<file path="src/rtl/cpu_types_pkg.sv">
// Shared CPU datapath types: word width, word_t and the memory arbiter state encoding.
package cpu_types_pkg;

  localparam int WORD_W = 32;

  typedef logic [WORD_W-1:0] word_t;

  // Arbiter states: idle, instruction fetch, data read, data write.
  typedef enum logic [1:0] {
    IDLE = 2'd0,
    IACC = 2'd1,
    DRD  = 2'd2,
    DWR  = 2'd3
  } arb_state_t;

  // True while the arbiter owns the RAM on behalf of the data side.
  function automatic logic is_data_state(arb_state_t s);
    return (s == DRD) || (s == DWR);
  endfunction

endpackage

</file>
<file path="src/rtl/arb_timeout_ctr.sv">
// Counts access cycles without RAM completion and flags the cycle on which the
// access must be abandoned (the LIMIT-th consecutive waiting cycle).
module arb_timeout_ctr #(
  parameter int LIMIT = 64
) (
  input  logic CLK,
  input  logic nRST,
  input  logic clr,
  input  logic en,
  output logic expire
);

  localparam int            CW   = (LIMIT > 1) ? $clog2(LIMIT) : 1;
  localparam logic [CW-1:0] LAST = CW'(LIMIT - 1);

  logic [CW-1:0] tcnt;

  assign expire = en && (tcnt == LAST);

  // Wait-cycle counter: restarts whenever the access ends or is abandoned.
  always_ff @(posedge CLK) begin
    // NOTE: non-blocking assignments so every register samples pre-edge values.
    if (!nRST) begin
      tcnt <= '0;
    end else if (clr || expire) begin
      tcnt <= '0;
    end else if (en) begin
      tcnt <= tcnt + CW'(1);
    end
  end

endmodule

</file>
<file path="src/rtl/mem_arbiter.sv">
// Shares one single-ported RAM between instruction fetch and data access.
// Data wins arbitration unless it has already taken MAX_DSTREAK grants in a
// row while a fetch waits; a RAM that never answers is abandoned after TIMEOUT
// cycles and latches mem_err.
module mem_arbiter
  import cpu_types_pkg::*;
#(
  parameter int MAX_DSTREAK = 4,
  parameter int TIMEOUT     = 64
) (
  input  logic  CLK,
  input  logic  nRST,
  input  logic  iREN,
  input  word_t iaddr,
  input  logic  dREN,
  input  logic  dWEN,
  input  word_t daddr,
  input  word_t dstore,
  input  logic  ram_ready,
  input  word_t ramload,
  output logic  ramREN,
  output logic  ramWEN,
  output word_t ramaddr,
  output word_t ramstore,
  output logic  ihit,
  output word_t iload,
  output logic  dhit,
  output word_t dload,
  output logic  mem_err
);

  localparam int            SW         = $clog2(MAX_DSTREAK + 1);
  localparam logic [SW-1:0] STREAK_MAX = SW'(MAX_DSTREAK);

  arb_state_t    state;
  logic [SW-1:0] dstreak;
  word_t         addr_q;
  word_t         store_q;

  logic in_access;
  logic grant_d;
  logic grant_i;
  logic tmo_clr;
  logic tmo_en;
  logic tmo_expire;

  // Arbitration and timeout control, evaluated every cycle and applied at the edge.
  always_comb begin
    // NOTE: every signal gets a default first so no path leaves it unassigned (no latch).
    grant_d   = 1'b0;
    grant_i   = 1'b0;
    in_access = (state != IDLE);
    tmo_en    = 1'b0;
    tmo_clr   = 1'b1;
    if (state == IDLE) begin
      grant_d = (dREN || dWEN) && !(iREN && (dstreak == STREAK_MAX));
      grant_i = !grant_d && iREN;
    end else begin
      tmo_en  = !ram_ready;
      tmo_clr = ram_ready;
    end
  end

  arb_timeout_ctr #(
    .LIMIT (TIMEOUT)
  ) u_timeout (
    .CLK    (CLK),
    .nRST   (nRST),
    .clr    (tmo_clr),
    .en     (tmo_en),
    .expire (tmo_expire)
  );

  // Arbiter FSM: grant, hold the latched request, return on completion or timeout.
  always_ff @(posedge CLK) begin
    if (!nRST) begin
      state   <= IDLE;
      dstreak <= '0;
      mem_err <= 1'b0;
      addr_q  <= '0;
      store_q <= '0;
    end else begin
      case (state)
        IDLE: begin
          if (grant_d) begin
            // A simultaneous read+write request is illegal; serve it as a write.
            state   <= dWEN ? DWR : DRD;
            addr_q  <= daddr;
            store_q <= dstore;
            if (iREN) begin
              dstreak <= (dstreak == STREAK_MAX) ? dstreak : dstreak + SW'(1);
            end else begin
              dstreak <= '0;
            end
            if (dREN && dWEN) begin
              mem_err <= 1'b1;
            end
          end else if (grant_i) begin
            state   <= IACC;
            addr_q  <= iaddr;
            dstreak <= '0;
          end
        end
        default: begin
          if (ram_ready) begin
            state <= IDLE;
          end else if (tmo_expire) begin
            state   <= IDLE;
            mem_err <= 1'b1;
          end
        end
      endcase
    end
  end

  // RAM control follows the registered state; address/data come only from the latches.
  assign ramREN   = (state == IACC) || (state == DRD);
  assign ramWEN   = (state == DWR);
  assign ramaddr  = in_access ? addr_q : '0;
  assign ramstore = ramWEN ? store_q : '0;

  // Completion pulses last exactly the cycle the RAM reports ready.
  assign ihit  = (state == IACC) && ram_ready;
  assign dhit  = is_data_state(state) && ram_ready;
  assign iload = ihit ? ramload : '0;
  assign dload = ((state == DRD) && ram_ready) ? ramload : '0;

endmodule

</file>
<file path="config.mk">
export PLATFORM = sky130hd
export DESIGN_NAME = mem_arbiter
export DESIGN_NICKNAME = d
export VERILOG_FILES = /design/src/rtl/cpu_types_pkg.sv /design/src/rtl/arb_timeout_ctr.sv /design/src/rtl/mem_arbiter.sv
export SDC_FILE = /design/constraint.sdc
export NUM_CORES = 1
export LEC_CHECK = 0
export CAP_MARGIN = 20
export CORE_MARGIN = 2
export CORE_UTILIZATION = 37
export CTS_BUF_LIST = sky130_fd_sc_hd__clkbuf_4
export DETAILED_ROUTE_END_ITERATION = 10
export PLACE_DENSITY = 0.81
export SLEW_MARGIN = 0
export SYNTH_ARGS = -nofsm -noshare
export SYNTH_HDL_FRONTEND = slang
export SYNTH_HIERARCHICAL = 1
export SYNTH_SLANG_ARGS = --single-unit
</file>
<file path="constraint.sdc">
create_clock -name CLK -period 2.6 [get_ports CLK]
set_input_delay 0.26 -clock CLK [delete_from_list [all_inputs] [get_ports CLK]]
set_output_delay 0.26 -clock CLK [all_outputs]
set_load 0.01 [all_outputs]
</file>
---- Word-level counts from Yosys, hierarchy flattened ----
Index checks and enable logic that the tools add are counted.
W data, S select, Z words.
word-level totals
  memories kept ........................... 0
  output and inout bits ................... 133
  bits in latches ......................... 0
  register bits after elaboration ......... 76
  word-level logic and storage cells ...... 70
  bits in read-only memories .............. 0
  bits in writable memories ............... 0
cells by class
  $lt $le $gt $ge ......................... 0
  equality and inequality tests ........... 10
  reductions and logical operators ........ 26
  shifts and indexed selects .............. 0
  multiplexer cells ....................... 25
  $mul .................................... 0
  divide/modulo/power cells ............... 0
  add/subtract/negate cells ............... 2
  bitwise operators ....................... 1
operator list
  kind                   number
  $mux W32               6
  $mux W3                4
  $mux W1                10
  $mux W2                5
  $logic_and A1 B1 Y1    8
  $add A6 B1 Y6 const B  1
  $eq A6 B6 Y1 const B   1
  $ne A3 B3 Y1 const B   2
  $reduce_and A2 Y1      3
  $reduce_bool A2 Y1     3
  $eq A2 B2 Y1 const B   2
  $logic_or A1 B1 Y1     4
  $ne A2 B1 Y1 const B   2
  $reduce_and A4 Y1      1
  $add A3 B1 Y3 const B  1
  $eq A3 B3 Y1 const B   1
  $logic_not A1 Y1       3
  $reduce_and A3 Y1      1
  $reduce_bool A3 Y1     1
  $eq A2 B1 Y1 const B   1
  $logic_not A2 Y1       1
  $ne A2 B2 Y1 const B   1
  $reduce_or A2 Y1       1
  $not A1 Y1             1

---- Logic depth before layout (Yosys ltp) ----
  word-level depth ........................ 10
  depth in mapped cells ................... 10

---- By module ----
The synthesis kept the hierarchy.
modules (own cells, without submodules)
  module           times used  area an instance (sq um)  cells an instance
  mem_arbiter      1           3952.5                    527
  arb_timeout_ctr  1           285.3                     30

---- Worst setup path after synthesis ----
Ideal clock, no wire load.
  path type ............................... register to register
  from .................................... register state[0]
  to ...................................... register mem_err
  stages on the path, launching flop included .. 11
  arrival time ............................ 1.732 ns
  required time ........................... 2.514 ns
  slack ................................... 0.783 ns
  setup time .............................. 0.086 ns
  period minus slack after synthesis ...... 1.817 ns
  cells stage by stage .................... dfxtp_1 inv_1 ha_1 buf_2 nor2_1 buf_4 nand3_1 nor2_1 nor2b_1 a311oi_1 a211oi_1
between the ends
  word-level cells in the longest chain between the ends .. 5
  elaborated cells on any way between the ends .. 10
  those cells by class .................... eq/ne: 3; mux: 3; reduce/logical: 4
RTL lines
  element                       line                   RTL
  start: declaration            mem_arbiter.sv:35      arb_state_t state;
  start signal: assignment      mem_arbiter.sv:87      state <= dWEN ? DWR : DRD;
  $logic_not A2 Y1              mem_arbiter.sv:55      if (state == IDLE) begin
  $mux W1                       mem_arbiter.sv:55
  net tmo_en                    mem_arbiter.sv:44      logic tmo_en;
  $logic_and A1 B1 Y1           arb_timeout_ctr.sv:18  assign expire = en && (tcnt == LAST);
  net tmo_expire                mem_arbiter.sv:45      logic tmo_expire;
  $reduce_bool A2 Y1 (no line)  -
  $reduce_and A4 Y1 (no line)   -
  end signal: assignment        mem_arbiter.sv:79      mem_err <= 1'b0;
  end signal: assignment        mem_arbiter.sv:96      mem_err <= 1'b1;
  end signal: assignment        mem_arbiter.sv:109     mem_err <= 1'b1;
  end: declaration              mem_arbiter.sv:29      output logic mem_err
The timed path passes the listed nets, and every way through them passes these cells.
A chain may end at the register's enable or synchronous reset.

---- Worst setup path after layout ----
  from .................................... register state[0]
  to ...................................... output ramaddr[8]
between the ends
  word-level cells in the longest chain between the ends .. 2
RTL lines
  element             line                RTL
  $reduce_bool A2 Y1  mem_arbiter.sv:52   in_access = (state != IDLE);
  $mux W32            mem_arbiter.sv:119  assign ramaddr = in_access ? addr_q : '0;
  end: declaration    mem_arbiter.sv:23   output word_t ramaddr,
Every way passes these cells.

==> metrics.txt <==
status finished, final reports clean; final worst path period need 2.45 ns; Reg2Reg Setup Slack 0.45 ns; FP Rows 39; largest net degree at the start of global routing 69; fmax 408 MHz; Total Power 4610 uW; commonest non-fill, non-tap cells in the layout clkdlybuf4s50_1 (266), o21ai_0 (96), dfxtp_1 (76); H-tree levels 3; TNS Setup 0 ns; Vias/cell 5.39; area leader, netlist dfxtp_1; R2R Path Start state[0]$_SDFFE_PN0P_; WL/cell 17.2 um; Synth Register Bits 76; RePlAce Congestion 0.943; Clock Pin Slew Worst Setup and Hold Paths 0.15 ns; Crit Path Max Fanout 22; count of cell types in the netlist 37; HPWL Detailed 12.0 mm; Seq pwr share 33.9%; chip width 111 um; PwrDens 650 nW/um^2; Pleak 0.00276 uW; max-slew violation count 0; postcts setup bufs 0; vias 5071; Hold Vio Cnt, Final 0; Buffers on Ports 266; crit path kind register to output pin; syn nets 698; # hold bufs at CTS 0; PostCTS Resize Cnt 0; CP endpoint kind output pin; Critical Path RT 2.34 ns; Min-Delay Startpoint dstore[21]; RSZ-0062 raised after global routing false; total CTS buffers 9; reg2reg path depth 7; initial DRC count 357; Worst Setup Start Kind register; I/O pin cnt 267; setup ws final 0.147 ns; Synth top area share 35.9%; grt ovf 0; root buffer selected by CTS clkbuf_4; first-pass GRT wire length 25.1 mm; layout net count 930; slew at the pin with the worst max-slew slack 0.651 ns; Total Routing Usage GR 25.1%; DRC 0; layout cells sized above 1 5.67%; initial core utilization 37.4%; Seq/Total Area, Yosys 35.9%; Die H 111 um; Synth-to-Final Area Change 67.4%; Slew headroom 56.6%; Place WS 0.372 ns; Hold Path Depth 3; Max-Cap Viols 0; Critical R2R Capture dstreak[2]$_SDFFE_PN0P_; Syn Inst Count 557; synthesized area 4240 um^2; synthesized area per cell 7.61 um^2; internal power 2780 uW; largest cells by area after synthesis dfxtp_1 (36%), o21ai_0 (11%), and3_1 (9.6%); Switch Pwr 1830 uW; Sw Share 39.6%; drt pass-1 iters 5; core area 11300 um^2; post-route ant nets 0; Comb power frac 51.9%; vias in the first global route 4960; Hold EP store_q[21]$_SDFFE_PN0P_; clock buffer depth 2; Clk pwr share 14.2%; DRT Wirelength 16.2 mm; Synthesis Warnings 6; Setup-failing EPs final 0; Fillers 989; Worst-Skew Late Latency 0.43 ns; CTS sink count 76; Worst EP arrival 2.19 ns; most common cell after layout, fill and taps aside clkdlybuf4s50_1; CTS tree yes; clock skew 0.0193 ns; initial antenna violation count 3; final worst path period share 94.3%; full die area 12300 um^2; min-delay worst type primary input to register; peak supply drop 0.391 mV
## power groups by stage
stage               clock network, uW  logic, uW  registers [uW]
floorplan                           0       1380            1550
global placement                    0       2350            1570
detailed placement                  0       2390            1590
CTS                               683       2400            1560
global route                      728       2600            1590
finish                            655       2390            1570
## worst max-delay path by stage
stage,cells past startpoint,startpoint,slack (ns),endpoint
finish,5,state[0]$_SDFFE_PN0P_,0.15,ramaddr[8]
detailed placement,5,iREN,0.37,store_q[18]$_SDFFE_PN0P_
global placement,5,iREN,0.48,store_q[17]$_SDFFE_PN0P_
floorplan,10,state[0]$_SDFFE_PN0P_,0.78,mem_err$_SDFFE_PN0P_
global route,5,state[0]$_SDFFE_PN0P_,0.02,ramaddr[8]
CTS,5,state[0]$_SDFFE_PN0P_,0.1,ramaddr[16]
## per-layer routing
layer	GRT usage (%)	share of wire, %	vias to the layer above	routed length [um]
li1	-	-	2449	-
met1	27.4	37	2362	6010
met2	45.4	51	233	8300
met3	7.05	8.8	27	1430
met4	10.7	2.8	0	448
met5	0	0	-	0
## logic make-up after synthesis
kind of cell             after synthesis  synth area share [%]
AO/OA/AOI/OAI                        210                  27.1
XOR/XNOR                               4                 0.827
adder cells (fa/ha/maj)                7                  2.07
buffers and inverters                 70                  7.65
flip-flops                            76                  35.9
multiplexers                           1                 0.236
AND/OR/NAND/NOR                      189                  26.2
## Yosys cell counts, drive strengths merged
cell type	count
a211oi	1
a21oi	66
a311oi	2
a31oi	33
and2	33
and3	65
buf	26
clkbuf	38
dfxtp	76
ha	7
inv	6
mux2i	1
nand2	4
nand2b	1
nand3	38
nand4	3
nor2	11
nor2b	33
o21a	2
o21ai	99
o21bai	1
o311ai	1
o31a	1
o31ai	3
o32a	1
or3	1
xnor2	1
xor2	3
## registers in the layout (all words and copies together), names as in the netlist
register,cells
addr_q,32
state,2
dstreak,3
mem_err,1
store_q,32
u_timeout/tcnt,6
## worst max-delay path: stages (launching register included)
cell and delay, ns:
dfxtp_1 0.39, inv_1 0.09, ha_2 0.36, buf_12 0.24, nor2b_1 0.15, clkdlybuf4s50_1 0.56
## stage by stage
| step | area [um^2] | util, % | hold slack, ns | instances |
|---|---|---|---|---|
| after floorplan | 4240 | - | 0.398 | 557 |
| after global placement | 6970 | 61.5 | 0.455 | 921 |
| after detailed placement | 6970 | 61.5 | 0.462 | 921 |
| after CTS | 7090 | 62.6 | 0.337 | 937 |
| after global routing | 7090 | 62.7 | 0.356 | 940 |
| final | 7090 | 62.7 | 0.368 | 940 |
## final cells by class
class | count | area (um^2) | share of cell area, %
Timing Repair Buffer | 285 | 2830 | 39.9
Antenna cell | 3 | 7.51 | 0.106
Tap cell | 143 | 179 | 2.52
Sequential cell | 76 | 1520 | 21.4
Multi-Input combinational cell | 411 | 2410 | 34.0
Clock buffer | 9 | 67.6 | 0.952
Clock inverter | 7 | 52.6 | 0.741
Inverter | 6 | 22.5 | 0.317
Power figures use the tool's default switching activity.
